--- config.mk ---
export PLATFORM = sky130hd
export DESIGN_NAME = cmd_frame_tx_flat
export DESIGN_NICKNAME = d
export VERILOG_FILES = /design/src/rtl/cmd_frame_tx_if.sv /design/src/rtl/cmd_frame_tx.sv /design/src/flat_wrapper.sv
export SDC_FILE = /design/constraint.sdc
export NUM_CORES = 1
export LEC_CHECK = 0
export CAP_MARGIN = 20
export CORE_MARGIN = 2
export CORE_UTILIZATION = 25
export CTS_CLUSTER_SIZE = 8
export DETAILED_ROUTE_END_ITERATION = 7
export HOLD_SLACK_MARGIN = 0.03
export PLACE_DENSITY = 0.49
export SLEW_MARGIN = 20
export SYNTH_ARGS = -nofsm -noshare
export SYNTH_HDL_FRONTEND = slang
export SYNTH_SLANG_ARGS = --single-unit
export TNS_END_PERCENT = 1
--- constraint.sdc ---
create_clock -name clk -period 7.23 [get_ports clk]
set_input_delay 0.723 -clock clk [delete_from_list [all_inputs] [get_ports clk]]
set_output_delay 0.723 -clock clk [all_outputs]
set_load 0.01 [all_outputs]
--- src/rtl/cmd_frame_tx_if.sv ---
// Command-decoder / TX-FIFO side signals of the command-frame packer.
// The master drives the command trigger and FIFO status; the slave (the packer) drives the write side.
interface cmd_frame_tx_if #(
  parameter int ARG_BYTES = 4
);
  logic                   finsh_i;
  logic [7:0]             cmd_i;
  logic [8*ARG_BYTES-1:0] arg_i;
  logic                   txfull;
  logic                   txen;
  logic [7:0]             dat_o;
  logic                   busy_o;
  logic                   done_o;
  logic                   drop_o;

  // FIFO handshake: a byte transfers in every cycle where txen is high; txen is never high while txfull is high.
  modport master (
    output finsh_i, cmd_i, arg_i, txfull,
    input  txen, dat_o, busy_o, done_o, drop_o
  );

  modport slave (
    input  finsh_i, cmd_i, arg_i, txfull,
    output txen, dat_o, busy_o, done_o, drop_o
  );
endinterface

--- src/rtl/cmd_frame_tx.sv ---
// Packs header, command, argument (MS byte first) and optional XOR checksum into a
// frame on a trigger edge of finsh_i, then writes it byte-wise into the TX FIFO.
module cmd_frame_tx #(
  parameter int         ARG_BYTES  = 4,
  parameter logic [7:0] HDR_BYTE   = 8'hF0,
  parameter bit         CHK_EN     = 1'b1,
  parameter bit         START_EDGE = 1'b0
) (
  input  logic           clk,
  input  logic           rst,
  cmd_frame_tx_if.slave  bus,
  output logic [1:0]     state_o
);

  localparam int   FLEN     = 2 + ARG_BYTES + (CHK_EN ? 1 : 0);
  localparam int   IDX_W    = $clog2(FLEN);
  localparam logic IDLE_LVL = ~START_EDGE;

  typedef enum logic [1:0] {
    IDLE = 2'd0,
    SEND = 2'd1,
    DONE = 2'd2
  } state_t;

  state_t           state_q, state_d;
  logic [IDX_W-1:0] idx_q;
  logic             fin_d;
  logic             trig;
  logic             capture;
  logic [7:0]       chk;
  logic [7:0]       frame_q [FLEN];

  assign trig    = START_EDGE ? (~fin_d & bus.finsh_i) : (fin_d & ~bus.finsh_i);
  assign capture = (state_q == IDLE) & trig;
  assign state_o = state_q;

  always_comb begin
    chk = bus.cmd_i;
    for (int i = 0; i < ARG_BYTES; i++) begin
      chk = chk ^ bus.arg_i[8*i +: 8];
    end
  end

  always_comb begin
    state_d    = state_q;
    bus.txen   = 1'b0;
    bus.done_o = 1'b0;
    bus.drop_o = 1'b0;
    bus.busy_o = (state_q != IDLE);
    bus.dat_o  = 8'h00;
    case (state_q)
      IDLE: begin
        if (trig) state_d = SEND;
      end
      SEND: begin
        bus.dat_o = frame_q[idx_q];
        bus.txen  = ~bus.txfull & ~rst;
        if (bus.txen && idx_q == IDX_W'(FLEN - 1)) state_d = DONE;
      end
      DONE: begin
        bus.done_o = ~rst;
        state_d    = IDLE;
      end
      default: state_d = IDLE;
    endcase
    // A trigger outside IDLE is reported and discarded, never queued.
    if (state_q != IDLE && trig && !rst) bus.drop_o = 1'b1;
  end

  always_ff @(posedge clk) begin
    if (rst) begin
      state_q <= IDLE;
      idx_q   <= '0;
      fin_d   <= IDLE_LVL;
    end else begin
      state_q <= state_d;
      fin_d   <= bus.finsh_i;
      if (capture) begin
        idx_q <= '0;
      end else if (bus.txen) begin
        idx_q <= idx_q + IDX_W'(1);
      end
    end
  end

  // Frame contents need no reset: they are only read in SEND, which always follows a capture.
  always_ff @(posedge clk) begin
    if (!rst && capture) begin
      frame_q[0] <= HDR_BYTE;
      frame_q[1] <= bus.cmd_i;
      for (int i = 0; i < ARG_BYTES; i++) begin
        frame_q[2+i] <= bus.arg_i[8*(ARG_BYTES-1-i) +: 8];
      end
      if (CHK_EN) frame_q[FLEN-1] <= chk;
    end
  end

endmodule

--- src/flat_wrapper.sv ---
// flat-port wrapper written by rule: the top's interface ports become plain ports
module cmd_frame_tx_flat 
#(
  parameter int         ARG_BYTES  = 4,
  parameter logic [7:0] HDR_BYTE   = 8'hF0,
  parameter bit         CHK_EN     = 1'b1,
  parameter bit         START_EDGE = 1'b0
)
  (clk, rst, state_o, bus_finsh_i, bus_cmd_i, bus_arg_i, bus_txfull, bus_txen, bus_dat_o, bus_busy_o, bus_done_o, bus_drop_o);
  cmd_frame_tx_if #(.ARG_BYTES(ARG_BYTES)) bus_i ();
  input  logic clk;
  input  logic rst;
  output logic [1:0] state_o;
  input wire logic [$bits(bus_i.finsh_i)-1:0] bus_finsh_i;
  input wire logic [$bits(bus_i.cmd_i)-1:0] bus_cmd_i;
  input wire logic [$bits(bus_i.arg_i)-1:0] bus_arg_i;
  input wire logic [$bits(bus_i.txfull)-1:0] bus_txfull;
  output wire logic [$bits(bus_i.txen)-1:0] bus_txen;
  output wire logic [$bits(bus_i.dat_o)-1:0] bus_dat_o;
  output wire logic [$bits(bus_i.busy_o)-1:0] bus_busy_o;
  output wire logic [$bits(bus_i.done_o)-1:0] bus_done_o;
  output wire logic [$bits(bus_i.drop_o)-1:0] bus_drop_o;
  assign bus_i.finsh_i = bus_finsh_i;
  assign bus_i.cmd_i = bus_cmd_i;
  assign bus_i.arg_i = bus_arg_i;
  assign bus_i.txfull = bus_txfull;
  assign bus_txen = bus_i.txen;
  assign bus_dat_o = bus_i.dat_o;
  assign bus_busy_o = bus_i.busy_o;
  assign bus_done_o = bus_i.done_o;
  assign bus_drop_o = bus_i.drop_o;
  cmd_frame_tx #(.ARG_BYTES(ARG_BYTES), .HDR_BYTE(HDR_BYTE), .CHK_EN(CHK_EN), .START_EDGE(START_EDGE)) u_core (.clk(clk), .rst(rst), .bus(bus_i), .state_o(state_o));
endmodule
# After elaboration in Yosys (flattened, before gate mapping)
# Memories as Yosys holds them, arrays and structs flattened. A register that Yosys moved wholly into a read port is not among the register bits.
# Index checks and enable logic that the tools add are counted.
[classes]
n_addsub = 1
eq_ne = 5
muxes = 11
n_bitwise = 10
n_reduce_logical = 9
[op_table]
columns = ["operator", "count"]
rows = [
  ["$xor 8x8->8", 4],
  ["$mux 8", 1],
  ["$mux 3", 2],
  ["$mux 1", 5],
  ["$logic_and 1x1->1", 4],
  ["$mux 2", 2],
  ["$ne 2x1->1 const B", 2],
  ["$pmux 2 s2", 1],
  ["$add 3x1->3 const B", 1],
  ["$and 1x1->1", 3],
  ["$eq 3x3->1 const B", 1],
  ["$not 1->1", 3],
  ["$eq 2x1->1 const B", 1],
  ["$eq 2x2->1 const B", 1],
  ["$logic_not 2->1", 1],
  ["$reduce_and 2->1", 1],
  ["$reduce_bool 2->1", 1],
  ["$reduce_or 2->1", 1],
  ["$logic_not 1->1", 1],
]
[word_totals]
ff_bits = 6
ram_bits = 56
wordCells = 40
n_memories = 1
[mem_list]
columns = ["name", "depth", "width", "read_ports", "rd_ports_with_merged_regs", "wr", "line", "rtl"]
rows = [
  ["u_core.frame_q", 7, 8, 1, 1, 7, "cmd_frame_tx.sv:31", "logic [7:0] frame_q [FLEN];"],
]

# Longest topological paths before layout
# Gate-level depths: netlist (run 1).
[logic_depth]
word_depth = 6
depth_mapped = 5
mapped_depth_nobuf = 5

# Worst setup path before layout (run 1)
# OpenSTA, ideal clock, no wires.
[synth_path]
path_type = "input to register"
start = "in rst"
end = "mem u_core.frame_q[1][0] (enable)"
t_arrival_ns = 3.242
required_time_ns = 6.776
slack_ns = 3.535
cell_stages = 2
cell_sequence = "or3b_2 > nor2_1"
[synth_rtl]
columns = ["element", "line", "rtl"]
rows = [
  ["start: declaration", "flat_wrapper.sv:12", "input logic rst;"],
  ["end: declaration", "cmd_frame_tx.sv:31", ""],
]

==> run_results.csv, run 1 <==
group,metric,value,unit
yosys,synth_nets,214,
yosys,syn_avg_cell_area,15.10,um2
clock_network,ctsHtreeMaxLevel,3,
cells_and_area,fin_area,0.003437,mm2
die,fp.dieH,104.7,um
pwr,power_density,217.2,mW/mm2
yosys,ys_ff_latch,57,
setup_path,cp_max_fo,17,
route,drt-pass1-iter-count,4,
yosys,synth-seq-area-share,0.6394,
yosys,ys_async_sr_fraction,0,
pwr,ir_worst_vdd,0.06008,mV
die,pin_count,58,
clock_network,cts.clk_slew.worst_paths,0.06,ns
sta,period_share,0.5184,
sta,slew_viol_final,0,
setup_path,worstSetupStartpointType,"flop",
route,first_iter_violations,63,
route,num_vias,1508,
placed_design,post-dp-hpwl,3.371,mm
pwr,p_leak,1.075,nW
yosys,synthTopCellsByArea,"edfxtp_1 (57%), xnor2_1 (11%), dfxtp_1 (7.1%)",
route,vias_per_cell,4.087,
cells_and_area,fillers,997,
sta,finalSetupViolCount,0,
placed_design,gp_congestion,0.6877,
route,wl,4.913,mm
cells_and_area,fin_cells,369,
yosys,synthXorXnorAreaFrac,0.1140,
clock_network,cts_root_buffer,"clkbuf_8",
yosys,syn_area,0.002536,mm2
clock_network,clkSinkCount,57,
sta,worst_pin_slew,0.9123,ns
grt,grt_max_degree,49,
grt,grt_use_total,0.09724,
route,drc_errors,0,
clock_network,clockBufferDepth,2,
yosys,yosysWarnings,0,
sta,finalCriticalPeriod,3.748,ns
yosys,synth_top_cell_by_area,"edfxtp_1",
setup_path,worstSetupPathType,"flop to output port",
route,wire_per_inst,13.31,um
grt,grt_pass1_vias,1578,
die,die_area,0.01097,mm2
setup_path,cp.arrival,3.02,ns
grt,grt_pass1_wl,7.969,mm
grt,grt_overflow,0,
clock_network,cts.repair.resized,0,
die,die_x,104.7,um
yosys,synth-edff-count,48,
sta,max-slew-margin-rel,0.3909,
route,antenna_left,0,
job,maxCapViolCount,0,
sta,max_freq,266.8,MHz
yosys,ys.flop_type,"edfxtp_1",
cells_and_area,drive_gt1_frac,0.1186,
clock_network,cts_hold_buf,0,
sta,rsz0062_at_grt,"no",
sta,final-hold-violation-count,0,
setup_path,critical_path.endpoint_type,"output port",
grt,antenna_found_initial,0,
cells_and_area,multi_input_area,864.6,um2
setup_path,critPathRequiredTime,6.51,ns
clock_network,worst_skew_pair.late_latency,0.34,ns
yosys,synth_simple_gate_area_frac,0.04785,
yosys,synth-compound-area-share,0.06561,
yosys,synth_cell_types,30,
run_status,status,"completed",
sta,finalWorstSetupSlack,3.482,ns
placed_design,io_buffers,57,
cells_and_area,area_growth,35.52,%
cells_and_area,nets,277,
placed_design,dpl.cell_count,353,
cells_and_area,diodes,0,
die,coreArea,0.009819,mm2
yosys,synthMuxAreaShare,0.1006,
clock_network,cts_buffers,9,
yosys,synth_cells,168,
sta,finalClockSkew,0.01038,ns
yosys,synth_top_family_by_area,"XOR/XNOR gates",
die,placementRows,36,
placed_design,post_dp_cell_area,0.003257,mm2
clock_network,post_cts_buffers,0,
yosys,yosys.area.top_type_share,0.5683,
cells_and_area,regArea,0.001622,mm2
min_path,min-delay-path-class,"flop to flop",
die,start_util,0.2583,
sta,tns,0,ns
clock_network,tritoncts,"built",
placed_design,place_ws,3.716,ns
yosys,synth_fa_ha_area_frac,0.009867,
==> state kept, by name, indices dropped and copies added, names as in the netlist, named ones only <==
name / count
u_core.frame_q: 48
u_core.idx_q: 3
u_core.state_o: 2
u_core.fin_d: 1
==> power by group <==
part | switching (mW) | internal (mW) | leakage [nW]
sequential | 0.00694 | 0.376 | 0.515
combinational | 0.0389 | 0.0580 | 0.469
clock | 0.114 | 0.153 | 0.0910
==> worst paths after layout <==
check                         end  slack (ns)  depth (start not counted)       startpoint
min reg2reg     u_core.state_o[1]        0.50                          1  u_core.idx_q[2]
max                  bus_dat_o[2]        3.48                          4             flop
max reg2reg  u_core.frame_q[4][7]        5.42                          3     u_core.fin_d
min             u_core.state_o[1]        0.50                          1  u_core.idx_q[2]
==> area by class of cell <==
type                            instances  area share
Tap cell                              133     0.04842
Sequential cell                        57      0.4718
Inverter                                7    0.007645
Clock buffer                           16     0.05242
Timing Repair Buffer                   58      0.1682
Multi-Input combinational cell         98      0.2515
==> placed cells by master (no fill, tap or decap), drive strengths merged <==
cell / count
clkdlybuf4s50: 57
edfxtp: 48
xnor2: 33
clkbuf: 16
mux2i: 12
mux2: 12
dfxtp: 9
nor2: 8
inv: 7
a211oi: 5
a22oi: 4
a221oi: 4
o2bb2ai: 3
or2: 2
ha: 2
nor4b: 2
nand3b: 1
nand2b: 1
nor2b: 1
a2bb2o: 1
or3b: 1
nor3b: 1
a2111oi: 1
a31o: 1
nand2: 1
o32ai: 1
and3: 1
buf: 1
==> metrics by stage <==
step | util | power, mW | hold WS [ns]
after floorplan | - | 0.4403 | 0.4747
after global placement | 0.3317 | 0.4885 | 0.4866
after detailed placement | 0.3317 | 0.4884 | 0.4911
after CTS | 0.3500 | 0.7588 | 0.4997
after global routing | 0.3500 | 0.7815 | 0.5297
final | 0.3500 | 0.7465 | 0.5037
==> synth_stat cells, types with 2 or more instances <==
master / instances
a22oi_1: 4
xnor2_1: 33
buf_2: 4
mux2i_1: 12
dfxtp_1: 9
a211oi_1: 5
mux2_2: 10
edfxtp_1: 48
o2bb2ai_1: 3
mux2_1: 2
inv_1: 7
nor2_1: 8
a221oi_1: 4
ha_1: 2
or2_2: 2
==> kinds of logic after synthesis <==
kind of cell / Yosys count
muxes: 24
and+or+nand+nor: 19
adders and majority gates: 2
xor gates and xnor gates: 33
buffers and inverters: 13
DFF: 57
AOI/OAI and AO/OA: 20
==> critical path, stage by stage (launching register included) <==
cell and delay (ns):
dfxtp_1 0.91, nor2b_1 0.67, a221oi_1 0.20, a211oi_1 0.32, clkdlybuf4s50_1 0.59
==> routing by layer <==
metal  track usage  part of all wire  vias to the layer above
met2        0.1512              0.47                       44
met5             0                 0                        -
met4       0.06857             0.032                        0
met3       0.03369             0.070                       13
met1        0.1114              0.43                      699
li1              -                 -                      752
(Power assumes the default switching activity.)
==> inputs of run 2 (changes only) <==
--- a/config.mk
+++ b/config.mk
@@ -11,7 +11,7 @@
 export CTS_CLUSTER_SIZE = 8
 export DETAILED_ROUTE_END_ITERATION = 7
 export HOLD_SLACK_MARGIN = 0.03
-export PLACE_DENSITY = 0.49
+export PLACE_DENSITY = 0.5
 export SLEW_MARGIN = 20
 export SYNTH_ARGS = -nofsm -noshare
 export SYNTH_HDL_FRONTEND = slang
==> constraint.sdc (replaced) <==
create_clock -name clk -period 3 [get_ports clk]
set_input_delay 0.3 -clock clk [delete_from_list [all_inputs] [get_ports clk]]
set_output_delay 0.3 -clock clk [all_outputs]
set_load 0.01 [all_outputs]
==> run 2 against run 1 <==
Net effect: highest routed layer unchanged; setup slack lost 3.1 ns; total power grew 150%; routed wire length grew 1.0%.
==> run_results.csv, run 2 (synthesis gave the netlist of run 1 again) <==
group,metric,value,unit
setup_path,worstSetupPathType,"flop to output port",
setup_path,worst-path-buf-inv,2,
grt,grt_use_total,0.09669,
job,maxCapViolCount,0,
pwr,p_clk_frac,0.372,
die,die_x,104.7,um
pwr,swShare,0.2170,
pwr,power_density,529.9,mW/mm2
pwr,p_leak,1.113,nW
route,wire_per_inst,13.27,um
clock_network,post_cts_buffers,0,
clock_network,cts.repair.resized,0,
min_path,worstHoldStart,"u_core.idx_q[2]",
sta,slew_viol_final,0,
cells_and_area,largest_reg_flops,48,
sta,finalSetupViolCount,0,
placed_design,io_buffers,57,
clock_network,cts_buffers,9,
pwr,p_int,1.451,mW
setup_path,crit_chain,"buf_4 > mux2_2 > a221oi_1 > a211oi_1 > clkdlybuf4s50_1",
clock_network,cts_hold_buf,0,
clock_network,clockBufferDepth,2,
cells_and_area,largest-register,"u_core.frame_q",
route,vias_per_cell,4.061,
route,first_iter_violations,65,
setup_path,critPathRequiredTime,2.70,ns
run_status,status,"completed",
setup_path,worstSetupStartpointType,"flop",
min_path,hold_depth,1,
setup_path,r2r-end,"u_core.frame_q[2][4]",
route,drt-pass1-iter-count,4,
grt,grt_max_degree,49,
sta,tns,0,ns
route,num_vias,1519,
grt,grt_pass1_vias,1578,
cells_and_area,nets,282,
setup_path,ff2ff_path_depth,3,
setup_path,crit_path_top_delay_cell,"dfxtp_1",
clock_network,tritoncts,"built",
setup_path,cp_max_fo,7,
setup_path,cp_top_family,"buffers and inverters",
pwr,p_switching,0.4020,mW
die,fp.dieH,104.7,um
sta,finalClockSkew,0.007210,ns
clock_network,cts_root_buffer,"clkbuf_8",
die,start_util,0.2583,
cells_and_area,drive_gt1_frac,0.1411,
route,wl,4.962,mm
setup_path,cp_slowest_stage_delay,0.51,ns
grt,grt_pass1_wl,8.079,mm
placed_design,gp_congestion,0.7072,
die,placementRows,36,
die,pin_count,58,
sta,rsz0062_at_grt,"no",
cells_and_area,final_common_cell,"clkdlybuf4s50_1",
pwr,ir_worst_vdd,0.2535,mV
clock_network,cts.clk_slew.worst_paths,0.06,ns
setup_path,rrSetupSlack,1.45,ns
cells_and_area,utilization,0.3560,
pwr,power,1.853,mW
placed_design,post-dp-hpwl,3.557,mm
sta,max_freq,384.9,MHz
sta,finalCriticalPeriod,2.598,ns
min_path,holdPathEnd,"u_core.state_o[1]",
grt,grt_overflow,0,
pwr,combPwrFrac,0.132,
cells_and_area,area_growth,37.84,%
grt,antenna_found_initial,0,
sta,whs,0.4924,ns
sta,max-slew-margin-rel,0.6835,
cells_and_area,most-common-layout-cells,"clkdlybuf4s50_1 (57), edfxtp_1 (48), xnor2_1 (33)",
clock_network,ctsHtreeMaxLevel,3,
clock_network,worst_skew_pair.late_latency,0.33,ns
setup_path,r2r_start,"u_core.fin_d",
route,antenna_left,0,
die,die_area,0.01097,mm2
die,coreArea,0.009819,mm2
sta,final-hold-violation-count,0,
setup_path,cp.arrival,2.30,ns
setup_path,critical_path.endpoint_type,"output port",
route,drc_errors,0,
clock_network,clkSinkCount,57,
cells_and_area,fillers,993,
cells_and_area,diodes,0,
min_path,min-delay-path-class,"flop to flop",
sta,period_share,0.8659,
sta,worst_pin_slew,0.4741,ns
pwr,p_seq_frac,0.496,
==> run 2: cell count changes in the layout (fill, tap and decap cells not counted), moves of 2 or more <==
cell      delta
clkbuf_8     -2
clkbuf_1     -2
clkinv_2     +2
buf_4        +4
==> run 2: metrics by stage <==
step,cell area (um2),setup slack [ns],std cells
global placement,3307,0.6403,358
detailed placement,3307,0.6238,358
global route,3496,0.2432,374
floorplan,2539,0.5256,168
finish,3496,0.4022,374
CTS,3496,0.3565,374
==> run 2: how the worst max path moves through the flow <==
stage                     startpoint              endpoint  slack (ns)  depth (start not counted)
after global routing            flop          bus_dat_o[0]        0.24                          5
after global placement           rst            bus_drop_o        0.64                          4
after floorplan                  rst  u_core.frame_q[1][0]        0.53                          2
after detailed placement         rst            bus_drop_o        0.62                          4
final                           flop          bus_dat_o[3]        0.40                          5
after CTS                       flop          bus_dat_o[3]        0.36                          5
==> run 2: worst register-to-register path, cell delays in order, from the launching register on <==
cell and delay [ns]:
dfxtp_1 0.32, or3b_2 0.50, nor2_4 0.13, buf_12 0.26
==> run 2: layout make-up <==
cell class,count,area (um2),share of cell area
well taps,133,166.4,0.04760
flip-flops and latches,57,1622,0.4639
clock inverters,4,43.79,0.01253
inverters,7,26.28,0.007516
repair buffers,63,628.1,0.1797
multi-input cells,98,864.6,0.2473
clock buffers,12,145.1,0.04152
==> run 2: per-layer routing <==
layer	GRT usage	wire (um)	vias up
met3	0.02994	218	8
met5	0	0	-
met1	0.1181	2225	704
met4	0.04571	97	0
li1	-	-	763
met2	0.1554	2420	44
==> run 2: power groups by stage <==
stage	sequential (mW)	clock (mW)	combinational [mW]
2_1_floorplan	0.932	0	0.129
3_3_place_gp	0.936	0	0.249
3_5_place_dp	0.936	0	0.249
4_1_cts	0.919	0.711	0.250
5_1_grt	0.922	0.750	0.267
6_report	0.919	0.689	0.245
==> RTL change: new RTL, config.mk and constraints of run 1 <==
`ARG_BYTES` is set to 4 in 3 places; all go to 8.
--- a/src/rtl/cmd_frame_tx_if.sv
+++ b/src/rtl/cmd_frame_tx_if.sv
@@ -1,7 +1,7 @@
 // Command-decoder / TX-FIFO side signals of the command-frame packer.
 // The master drives the command trigger and FIFO status; the slave (the packer) drives the write side.
 interface cmd_frame_tx_if #(
-  parameter int ARG_BYTES = 4
+  parameter int ARG_BYTES = 8
 );
   logic                   finsh_i;
   logic [7:0]             cmd_i;
--- a/src/rtl/cmd_frame_tx.sv
+++ b/src/rtl/cmd_frame_tx.sv
@@ -1,7 +1,7 @@
 // Packs header, command, argument (MS byte first) and optional XOR checksum into a
 // frame on a trigger edge of finsh_i, then writes it byte-wise into the TX FIFO.
 module cmd_frame_tx #(
-  parameter int         ARG_BYTES  = 4,
+  parameter int         ARG_BYTES  = 8,
   parameter logic [7:0] HDR_BYTE   = 8'hF0,
   parameter bit         CHK_EN     = 1'b1,
   parameter bit         START_EDGE = 1'b0
--- a/src/flat_wrapper.sv
+++ b/src/flat_wrapper.sv
@@ -1,7 +1,7 @@
 // flat-port wrapper written by rule: the top's interface ports become plain ports
 module cmd_frame_tx_flat 
 #(
-  parameter int         ARG_BYTES  = 4,
+  parameter int         ARG_BYTES  = 8,
   parameter logic [7:0] HDR_BYTE   = 8'hF0,
   parameter bit         CHK_EN     = 1'b1,
   parameter bit         START_EDGE = 1'b0
Ports: changed (resized bus_arg_i); port bits go from 58 to 90. No check against the original RTL was run, so the function may have changed too.
==> RTL change against run 1 <==
Final area is 60% higher; non-clock buffer count rose by 33; clock power is 62% higher; critical path type unchanged; routed wire length up 82%; register-to-register slack worse by 0.23 ns; sequential cell count increased by 34; power up 61%; global-route usage up 0.93 points; synthesized area up 62%; first-iteration DRC count grew 130%; die area grew 59%; setup slack improved by 0.023 ns.
==> RTL change: results (changes against run 1) <==
Run status
  – Status: completed

Detailed routing
  – TritonRoute pass-1 iters: 4 (unchanged)
  – Iter 0 DRT Violations: 146 (+130%)
  – DR WL/cell: 15.1 um (+13%)
  – Vias per cell: 4.16 (+1.8%)
  – WL final: 8930 um (+82%)

Logic synthesis
  – Number of distinct library cells after synthesis: 34 (+13%)
  – Top_reg_cell synth: edfxtp_1
  – Syn_nets: 355 (+66%)
  – Syn Area/Cell: 14.8 um^2 (-1.8%)
  – Top cells by area, synth: edfxtp_1, xnor2_1, mux2i_1, dfxtp_1, xor2_1
  – Seq/Total Area, Yosys: 63.9% (-0.073 points)
  – Yosys warns: 0 (unchanged)
  – Commonest cells post-synth: edfxtp_1, xnor2_1, mux2i_1
  – FFs w/ async S/R, synth: 0% (unchanged)
  – Post-synth EDFFs: 80 (+67%)

Placement
  – Post-DP Area: 5230 um^2 (+61%)
  – Setup WS pre-CTS: 3.83 ns (+0.117 ns)
  – Post-DP HPWL: 6370 um (+89%)
  – Port-buffer cells: 89 (+56%)
  – Placed instance count: 576 (+63%)
  – RePlAce Congestion: 0.730 (+6.2%)

STA
  – Worst Skew: 0.00478 ns (-0.00559 ns)
  – Worst Max-Slew Pin Slew: 1.03 ns (+0.121 ns)

Cells and area
  – Area of the multi-input gates: 1420 um^2 (+64%)
  – Layout cell share with drive strength beyond 1: 6.12% (-5.7 points)
  – ANT cells: 0 (unchanged)
  – Top reg by flops: u_core.frame_q
  – Final net count: 449 (+62%)
  – Fill count: 1544 (+55%)
  – Largest register FFs: 80 (+67%)

GRT
  – Largest net degree at the start of global routing: 81 (+65%)
  – First-pass GRT wire length: 13900 um (+74%)
  – Total GRT Usage: 10.7% (+0.93 points)
  – Vias in the first global route: 2514 (+59%)
  – Initial antenna violation count: 0 (unchanged)

CTS
  – Reg clk slew, reported paths: 0.06 ns (about the same)
  – Resized Gates After CTS: 0 (unchanged)
  – Clk_lat worst skew: 0.34 ns (about the same)
  – Number of H-tree levels: 3 (unchanged)
  – Clk buf depth: 2 (unchanged)
  – Root Driver: clkbuf_16
  – CTS buffer count: 9 (unchanged)

Pwr
  – Sequential Power: 0.609 mW (+59%)
  – Worst vdd ir: 0.000105 V (+74%)
  – Pint: 0.944 mW (+61%)
  – Clk. pwr: 0.432 mW (+62%)
  – P_leak: 1.72 nW (+60%)
  – Pwr Total: 1.20 mW (+61%)

Critical path
  – Max FO, Critical Path: 20 (+3)
  – Worst EP arrival: 3.00 ns (-0.02 ns)

Hold path
  – Tightest Hold Check Type: flip-flop to flip-flop
## RTL change: cell count changes in the layout (fill, tap and decap cells not counted), sizes merged, moves of 16 or more
cell / before / now
xor2: 0 / 18
nand2: 1 / 19
clkdlybuf4s50: 57 / 89
edfxtp: 48 / 80
xnor2: 33 / 49
## RTL change: layer usage
metal / routed length, um / GRT usage (%) / share of wire (%)
met3: 381 / 2.69 / 4.3
met2: 4420 / 17.2 / 49
met1: 4030 / 13.2 / 45
met5: 0 / 0 / 0
met4: 101 / 5.43 / 1.1
## RTL change: kinds of logic after synthesis
family / Yosys count / synth area share [%]
muxes: 28 / 8.23
buffers and inverters: 11 / 1.71
xor gates and xnor gates: 67 / 14.3
adders and majority gates: 2 / 0.609
AOI/OAI and AO/OA: 31 / 5.45
and+or+nand+nor: 47 / 5.85
DFF: 91 / 63.9
## RTL change: critical path: stages (launching register included)
cell and delay (ns):
dfxtp_1 1.00, or2b_1 0.35, o22ai_1 0.19, a2111oi_1 0.08, a211oi_1 0.41, clkdlybuf4s50_1 0.62
## RTL change: area by class of cell
class / instances / share of cell area (%)
Clock inverter: 3 / 0.273
Sequential cell: 91 / 47.6
Clock buffer: 13 / 4.73
Timing Repair Buffer: 91 / 16.5
Inverter: 3 / 0.205
Multi-Input combinational cell: 175 / 25.8
Tap cell: 216 / 4.91
## RTL change: worst paths after layout
path                                  start                        endpoint  slack [ns]  cells past startpoint
max                               flip-flop                    bus_dat_o[2]        3.51                      5
min            u_core.idx_q[1]$_SDFFE_PP0P_                       flip-flop        0.56                      2
max reg2reg  u_core.state_o[0]$_SDFFE_PP0P_  u_core.frame_q[6][3]$_DFFE_PP_        5.19                      4
min reg2reg    u_core.idx_q[1]$_SDFFE_PP0P_                       flip-flop        0.56                      2
